$ cat src/rtl/muldiv_controller.sv
// rtl/muldiv_controller.sv - iterative MULT/MULTU/DIV/DIVU sequencer owning the HI/LO pair
module muldiv_controller #(
    parameter int WIDTH = 32
) (
    input  logic             clk,
    input  logic             reset,
    input  logic             clk_enable,
    input  logic             start,
    input  logic [1:0]       op,
    input  logic [WIDTH-1:0] rs_content,
    input  logic [WIDTH-1:0] rt_content,
    input  logic             hi_write,
    input  logic             lo_write,
    input  logic [WIDTH-1:0] write_data,
    output logic             busy,
    output logic             done,
    output logic             div_by_zero,
    output logic [WIDTH-1:0] hi,
    output logic [WIDTH-1:0] lo
);
    localparam int CW = $clog2(WIDTH) + 1;
    localparam logic [CW-1:0] LAST = CW'(WIDTH - 1);

    typedef enum logic [1:0] {IDLE, RUN, FIN} state_t;
    state_t state, state_next;

    logic [CW-1:0]    count;
    logic [WIDTH-1:0] operand;
    logic [WIDTH-1:0] upper;
    logic [WIDTH-1:0] lower;
    logic             is_div;
    logic             neg_lo;
    logic             neg_hi;

    // op[0]=1 selects the unsigned variants, op[1]=1 selects divide
    logic             op_signed;
    logic             rs_neg;
    logic             rt_neg;
    logic [WIDTH-1:0] abs_rs;
    logic [WIDTH-1:0] abs_rt;
    logic             divisor_zero;

    assign op_signed    = ~op[0];
    assign rs_neg       = op_signed & rs_content[WIDTH-1];
    assign rt_neg       = op_signed & rt_content[WIDTH-1];
    assign abs_rs       = rs_neg ? -rs_content : rs_content;
    assign abs_rt       = rt_neg ? -rt_content : rt_content;
    assign divisor_zero = op[1] & (rt_content == '0);

    // Multiply step: conditional add into the upper half, then shift {carry,upper,lower} right.
    logic [WIDTH:0]     msum;
    // Divide step: shift next dividend bit into the remainder and trial-subtract.
    logic [WIDTH:0]     partial;
    logic [WIDTH+1:0]   diff;
    logic [2*WIDTH-1:0] prod_fix;

    assign msum     = {1'b0, upper} + {1'b0, (lower[0] ? operand : {WIDTH{1'b0}})};
    assign partial  = {upper, lower[WIDTH-1]};
    assign diff     = {1'b0, partial} - {2'b00, operand};
    assign prod_fix = neg_lo ? -{upper, lower} : {upper, lower};

    assign busy = (state != IDLE);

    always_ff @(posedge clk or posedge reset) begin
        if (reset) begin
            state <= IDLE;
        end else if (clk_enable) begin
            state <= state_next;
        end
    end

    always_comb begin
        state_next = state;
        case (state)
            IDLE: if (start) state_next = divisor_zero ? FIN : RUN;
            RUN:  if (count == LAST) state_next = FIN;
            FIN:  state_next = IDLE;
            default: state_next = IDLE;
        endcase
    end

    always_ff @(posedge clk or posedge reset) begin
        if (reset) begin
            count       <= '0;
            operand     <= '0;
            upper       <= '0;
            lower       <= '0;
            is_div      <= 1'b0;
            neg_lo      <= 1'b0;
            neg_hi      <= 1'b0;
            hi          <= '0;
            lo          <= '0;
            done        <= 1'b0;
            div_by_zero <= 1'b0;
        end else if (clk_enable) begin
            done <= 1'b0;
            case (state)
                IDLE: begin
                    if (start) begin
                        count       <= '0;
                        is_div      <= op[1];
                        div_by_zero <= divisor_zero;
                        if (op[1]) begin
                            // Divide by zero reuses the divide writeback with the raw result preloaded.
                            operand <= abs_rt;
                            upper   <= divisor_zero ? rs_content : '0;
                            lower   <= divisor_zero ? {WIDTH{1'b1}} : abs_rs;
                            neg_lo  <= ~divisor_zero & (rs_neg ^ rt_neg);
                            neg_hi  <= ~divisor_zero & rs_neg;
                        end else begin
                            operand <= abs_rs;
                            upper   <= '0;
                            lower   <= abs_rt;
                            neg_lo  <= rs_neg ^ rt_neg;
                            neg_hi  <= 1'b0;
                        end
                    end else begin
                        if (hi_write) hi <= write_data;
                        if (lo_write) lo <= write_data;
                    end
                end
                RUN: begin
                    count <= count + CW'(1);
                    if (is_div) begin
                        if (!diff[WIDTH+1]) begin
                            upper <= diff[WIDTH-1:0];
                            lower <= {lower[WIDTH-2:0], 1'b1};
                        end else begin
                            upper <= partial[WIDTH-1:0];
                            lower <= {lower[WIDTH-2:0], 1'b0};
                        end
                    end else begin
                        upper <= msum[WIDTH:1];
                        lower <= {msum[0], lower[WIDTH-1:1]};
                    end
                end
                FIN: begin
                    if (is_div) begin
                        hi <= neg_hi ? -upper : upper;
                        lo <= neg_lo ? -lower : lower;
                    end else begin
                        {hi, lo} <= prod_fix;
                    end
                    done <= 1'b1;
                end
                default: ;
            endcase
        end
    end
endmodule

$ cat config.mk
export PLATFORM = sky130hd
export DESIGN_NAME = muldiv_controller
export DESIGN_NICKNAME = d
export VERILOG_FILES = /design/src/rtl/muldiv_controller.sv
export SDC_FILE = /design/constraint.sdc
export NUM_CORES = 1
export LEC_CHECK = 0
export CAP_MARGIN = 15
export CORE_MARGIN = 8
export CORE_UTILIZATION = 40
export CTS_CLUSTER_DIAMETER = 150
export CTS_CLUSTER_SIZE = 28
export DETAILED_ROUTE_END_ITERATION = 10
export PLACE_DENSITY = 0.6
export REMOVE_ABC_BUFFERS = 1
export SLEW_MARGIN = 20
export SYNTH_ARGS = -nofsm -noshare
export SYNTH_HDL_FRONTEND = slang
export SYNTH_SLANG_ARGS = --single-unit
$ cat constraint.sdc
create_clock -name clk -period 6.85 [get_ports clk]
set_clock_uncertainty 0.05 [all_clocks]
set_input_delay 0.685 -clock clk [delete_from_list [all_inputs] [get_ports clk]]
set_output_delay 0.685 -clock clk [all_outputs]
set_load 0.1 [all_outputs]
Word-level counts from Yosys, hierarchy flattened
Cells that the tools add are included.
{"block": "totals", "word_cells": 82, "inputBits": 104, "output_inout_bits": 67, "ff_bits": 173}
{"block": "classes", "reduce_logical": 10, "mux": 36, "n_addsub": 8, "bitwise": 8, "n_eq_ne": 8}
{"op": "2-to-1 mux 32 bit", "count": 21}
{"op": "one-hot mux 32 bit (2 select lines)", "count": 4}
{"op": "negation 32 bit", "count": 4}
{"op": "2-to-1 mux 64 bit", "count": 1}
{"op": "negation 64 bit", "count": 1}
{"op": "subtractor 33 x 32 -> 34 bit", "count": 1}
{"op": "adder 32 x 32 -> 33 bit", "count": 1}
{"op": "zero test 32 bit", "count": 1}
{"op": "one-hot mux 6 bit (2 select lines)", "count": 1}
{"op": "inequality test 2 bit, second input constant", "count": 5}
{"op": "AND reduction 3 bit", "count": 3}
{"op": "AND reduction 4 bit", "count": 2}
{"op": "adder 6 x 1 -> 6 bit, second input constant", "count": 1}
{"op": "== test 6 x 5 -> 1 bit, second input constant", "count": 1}
{"op": "2-to-1 mux 2 bit", "count": 3}
{"op": "2-to-1 mux 6 bit", "count": 1}
{"op": "nonzero test 2 bit", "count": 3}
{"op": "AND 1 bit", "count": 5}
{"op": "2-to-1 mux 1 bit", "count": 4}
{"op": "one-hot mux 2 bit (2 select lines)", "count": 1}
{"op": "== test 2 x 1 -> 1 bit, second input constant", "count": 1}
{"op": "== test 2 bit, second input constant", "count": 1}
{"op": "zero test 2 bit", "count": 1}
{"op": "NOT 1 bit", "count": 2}
{"op": "bitwise XOR 1 bit", "count": 1}

Logic depth before layout (Yosys ltp)
{"block": "logic_depth", "depth_word": 7, "mapped_depth": 13, "ltp_nobuf": 11}

Worst setup path after synthesis
Ideal clock, no wire load.
{"block": "synth_path", "path_kind": "register to register", "startpoint": "reg lower[0]", "endpoint": "reg upper[26]", "setup_time_ps": 94, "arrival_time_ps": 2982, "n_path_buf": 1, "path_stages_with_launch": 13, "synth_period_minus_slack_ps": 3126, "path_slack_ps": 3724, "t_required_ps": 6706, "cell_sequence": "dfrtp_1 -> inv_1 -> clkbuf_1 -> nor2_1 -> ha_1 -> a21oi_1 -> a21boi_0 -> o311ai_0 -> nand3_1 -> a21boi_0 -> mux2i_1 -> nand2_1 -> a211oi_1"}
{"block": "synth_between", "elab_chain_cells": 4}
{"element": "start: declaration", "line_no": "30", "source": "logic [WIDTH-1:0] lower;"}
{"element": "start signal: assignment", "line_no": "107", "source": "lower <= divisor_zero ? {WIDTH{1'b1}} : abs_rs;"}
{"element": "start signal: assignment", "line_no": "113", "source": "lower <= abs_rt;"}
{"element": "start signal: assignment", "line_no": "127", "source": "lower <= {lower[WIDTH-2:0], 1'b1};"}
{"element": "2-to-1 mux 32 bit", "line_no": "57", "source": "assign msum = {1'b0, upper} + {1'b0, (lower[0] ? operand : {WIDTH{1'b0}})};"}
{"element": "adder 32 x 32 -> 33 bit", "line_no": "57"}
{"element": "2-to-1 mux 32 bit", "line_no": "124", "source": "if (is_div) begin"}
{"element": "one-hot mux 32 bit (2 select lines)", "line_no": "97", "source": "case (state)"}
{"element": "end signal: assignment", "line_no": "106", "source": "upper <= divisor_zero ? rs_content : '0;"}
{"element": "end signal: assignment", "line_no": "126", "source": "upper <= diff[WIDTH-1:0];"}
{"element": "end signal: assignment", "line_no": "129", "source": "upper <= partial[WIDTH-1:0];"}
{"element": "end: declaration", "line_no": "29", "source": "logic [WIDTH-1:0] upper;"}
No other way between the ends.
A chain may end at the register's enable or synchronous reset.

Worst setup path after layout
Same ends and word-level chain as after synthesis.

==> results.toml <==
[power_and_ir_drop]
p_int_w = 0.00452
p_comb_share_pct = 69.9
p_leak_nw = 7.66
power_density_mw_per_mm2 = 575
clockPowerShare_pct = 9.2
seqPwrFrac_pct = 20.8
netSwitchingPower_w = 0.00615
p_sw_share_pct = 57.6
max-vdd-ir-drop_mv = 0.224

[timing]
fin_crit_sh_pct = 59.5
fin_crit_ns = 4.08
final_max_slew_viol_count = 0
final.setup.tns_ns = 0
whs_ns = 0.428
fmax_mhz = 245
setup_viol = 0
final-hold-violation-count = 0
maxSlewHeadroom_pct = 30.4
rsz0062_at_grt = "false"
worstMarginPinSlew_ns = 1.04

[grt]
grt_overflow = 0
first_global_vias = 15400
antenna_found_initial = 0
grt_pass1_wl_um = 92400
grt_usage_pct = 24.9
grt_max_degree = 90

[cts]
postCtsHoldBufs = 0
h-tree-depth = 4
root_buffer = "clkbuf_16"
cts_resized = 0
cts_buffers = 17
clock_path_buffers = 2
post-cts-setup-buffer-count = 0
insertion_delay_ns = 0.44
clkSlewWorstSetupHoldPaths_ns = 0.07
numClockSinks = 173
cts_tree = "built"

[yosys]
synth.most_common_cell = "nand2_1"
synth_cell_types = 94
postSynthCellCount = 2047
synth.area.top_cells = "dfrtp_1 27%, a21oi_1 6.1%, ha_1 5.4%, o21ai_0 5.2%, nand2_1 5.1%"
synth-seq-cells = 173
ys_warn_count = 0
synth_area_leader_cell = "dfrtp_1"
synth_top_cells_by_count = "217 x nand2_1, 195 x a21oi_1, 182 x nor2_1"
async_reset_ff_share_pct = 100
syn_avg_cell_area_um2 = 7.78
synth_top_cell_area_share_pct = 27.2
yosysSeqAreaShare_pct = 27.2
synth-edff-count = 0
syn_area_mm2 = 0.0159
synth_flop_cell = "dfrtp_1"

[final_layout]
num-nets-final = 2301
num_antenna_cells = 0
drive_gt1_share_pct = 5.80
syn_to_final_growth_pct = 16.3

[route]
drc = 0
viasPerCell = 6.01
wl_um = 59800
vias = 16000
ant_nets = 0
drt-initial-drc-count = 1487
wire_per_inst_um = 22.4
first_pass_iters = 7

[run_status]
outcome = "completed"

[die]
dieArea_mm2 = 0.0465
io_pins = 171
rows = 73
die_h_um = 216
start_util_pct = 40.3
chipWidth_um = 216
core_area_mm2 = 0.0395

[setup_path]
arrival_ns = 4.37
worstSetupStartpoint = "lower[0]"
required_ns = 7.15
rr_startpoint = "lower[0]"
critPathMaxFanout = 31
start_kind = "flip-flop"
crit_path_end_kind = "flip-flop"
worst-setup-path-type = "reg -> reg"

[place]
portBuffers = 170
dpl.hpwl_um = 46900
gp_congestion = 1.01

[run]
max_cap_violations = 0

[worst_hold_path]
hold_class = "reg -> reg"
worstHoldStart = "hi[20]"
==> critical path, stage by stage (launching register included) <==
cell and delay, ns:
dfrtp_1 0.49, inv_1 0.15, buf_4 0.35, nor2_1 0.10
ha_1 0.37, a21oi_1 0.23, a21boi_0 0.15, o311ai_0 0.68
nand3_1 0.18, a21boi_0 0.59, mux2i_1 0.28, nand2_1 0.08
a211oi_1 0.25
==> power groups by stage <==
stage / Sequential [W] / Clock [W] / Combinational [W]
final: 0.00222 / 0.000985 / 0.00746
after global placement: 0.00219 / 0 / 0.00732
after CTS: 0.00219 / 0.000999 / 0.00740
after detailed placement: 0.00221 / 0 / 0.00737
after global routing: 0.00228 / 0.00104 / 0.00807
after floorplan: 0.00326 / 0 / 0.00415
==> final timing paths <==
| check | end | slack (ns) | cells past startpoint |
|---|---|---|---|
| worst max-delay path | upper[26] | 2.77 | 12 |
| worst min-delay path | hi[20] | 0.43 | 2 |
| worst max register to register | upper[26] | 2.77 | 12 |
| worst min register to register | hi[20] | 0.43 | 2 |
| max in group asynchronous | lower[25] | 4.80 | 3 |
| min in group asynchronous | hi[5] | 0.57 | 2 |
==> cell families after synthesis <==
logic type	after synthesis	share of synthesized area (%)
AOI/OAI and AO/OA	700	28.3
xor gates and xnor gates	161	8.85
adders and majority gates	71	5.67
buffers and inverters	211	5.32
DFF	173	27.2
muxes	66	4.23
and+or+nand+nor	665	20.5
==> sequential cells by signal (all words and copies together), names as in the netlist <==
register	cells
done	1
neg_hi	1
upper	32
lower	32
state	2
count	6
operand	32
hi	32
is_div	1
div_by_zero	1
lo	32
neg_lo	1
==> layer usage <==
layer	vias to the layer above	track usage (%)	wire length, µm
li1	7642	-	-
met3	94	2.60	3490
met4	0	8.90	1990
met1	7678	34.9	27500
met2	601	39.4	26800
met5	-	0	0
==> area by class of cell <==
| type | instances | area (µm²) |
|---|---|---|
| fill | 3925 | 21000 |
| clock inverter | 13 | 133 |
| multi-input combinational | 1663 | 10800 |
| timing repair buffer | 197 | 1900 |
| tap | 525 | 657 |
| sequential | 173 | 4330 |
| clock buffer | 19 | 443 |
| inverter | 74 | 283 |
==> metrics by stage <==
stage	cells	total power, W	utilization, %	setup slack, ns	area (µm²)
after CTS	2664	0.0106	46.9	2.76	18500
after global routing	2664	0.0114	46.9	2.44	18500
after global placement	2632	0.00951	45.4	2.46	18000
final	2664	0.0107	46.9	2.77	18500
after detailed placement	2632	0.00958	45.4	2.38	18000
after floorplan	1910	0.00741	-	0.395	15400
==> cells in the final DEF, fill, tap and decap left out, types with 11 or more instances in the layout <==
cell type and count:
mux2_2 11, a21oi_1 195, mux2i_1 55, o31ai_1 42, o21ai_1 15, a21o_1 35
and2_1 27, and3_1 15, clkdlybuf4s50_1 169, xnor2_1 90, dfrtp_1 172, buf_4 27
o221ai_1 15, nor3_1 53, clkbuf_16 17, ha_1 69, nor2b_1 17, nand4_1 15
nor2_1 180, nand3_1 37, a211oi_1 30, a31oi_1 39, nor4_1 20, o211ai_1 14
nand2_1 217, inv_1 71, xor2_1 71, o21ai_0 166, nand2b_1 13, a221oi_1 33
Note: power is estimated with default switching activity, not from simulation.
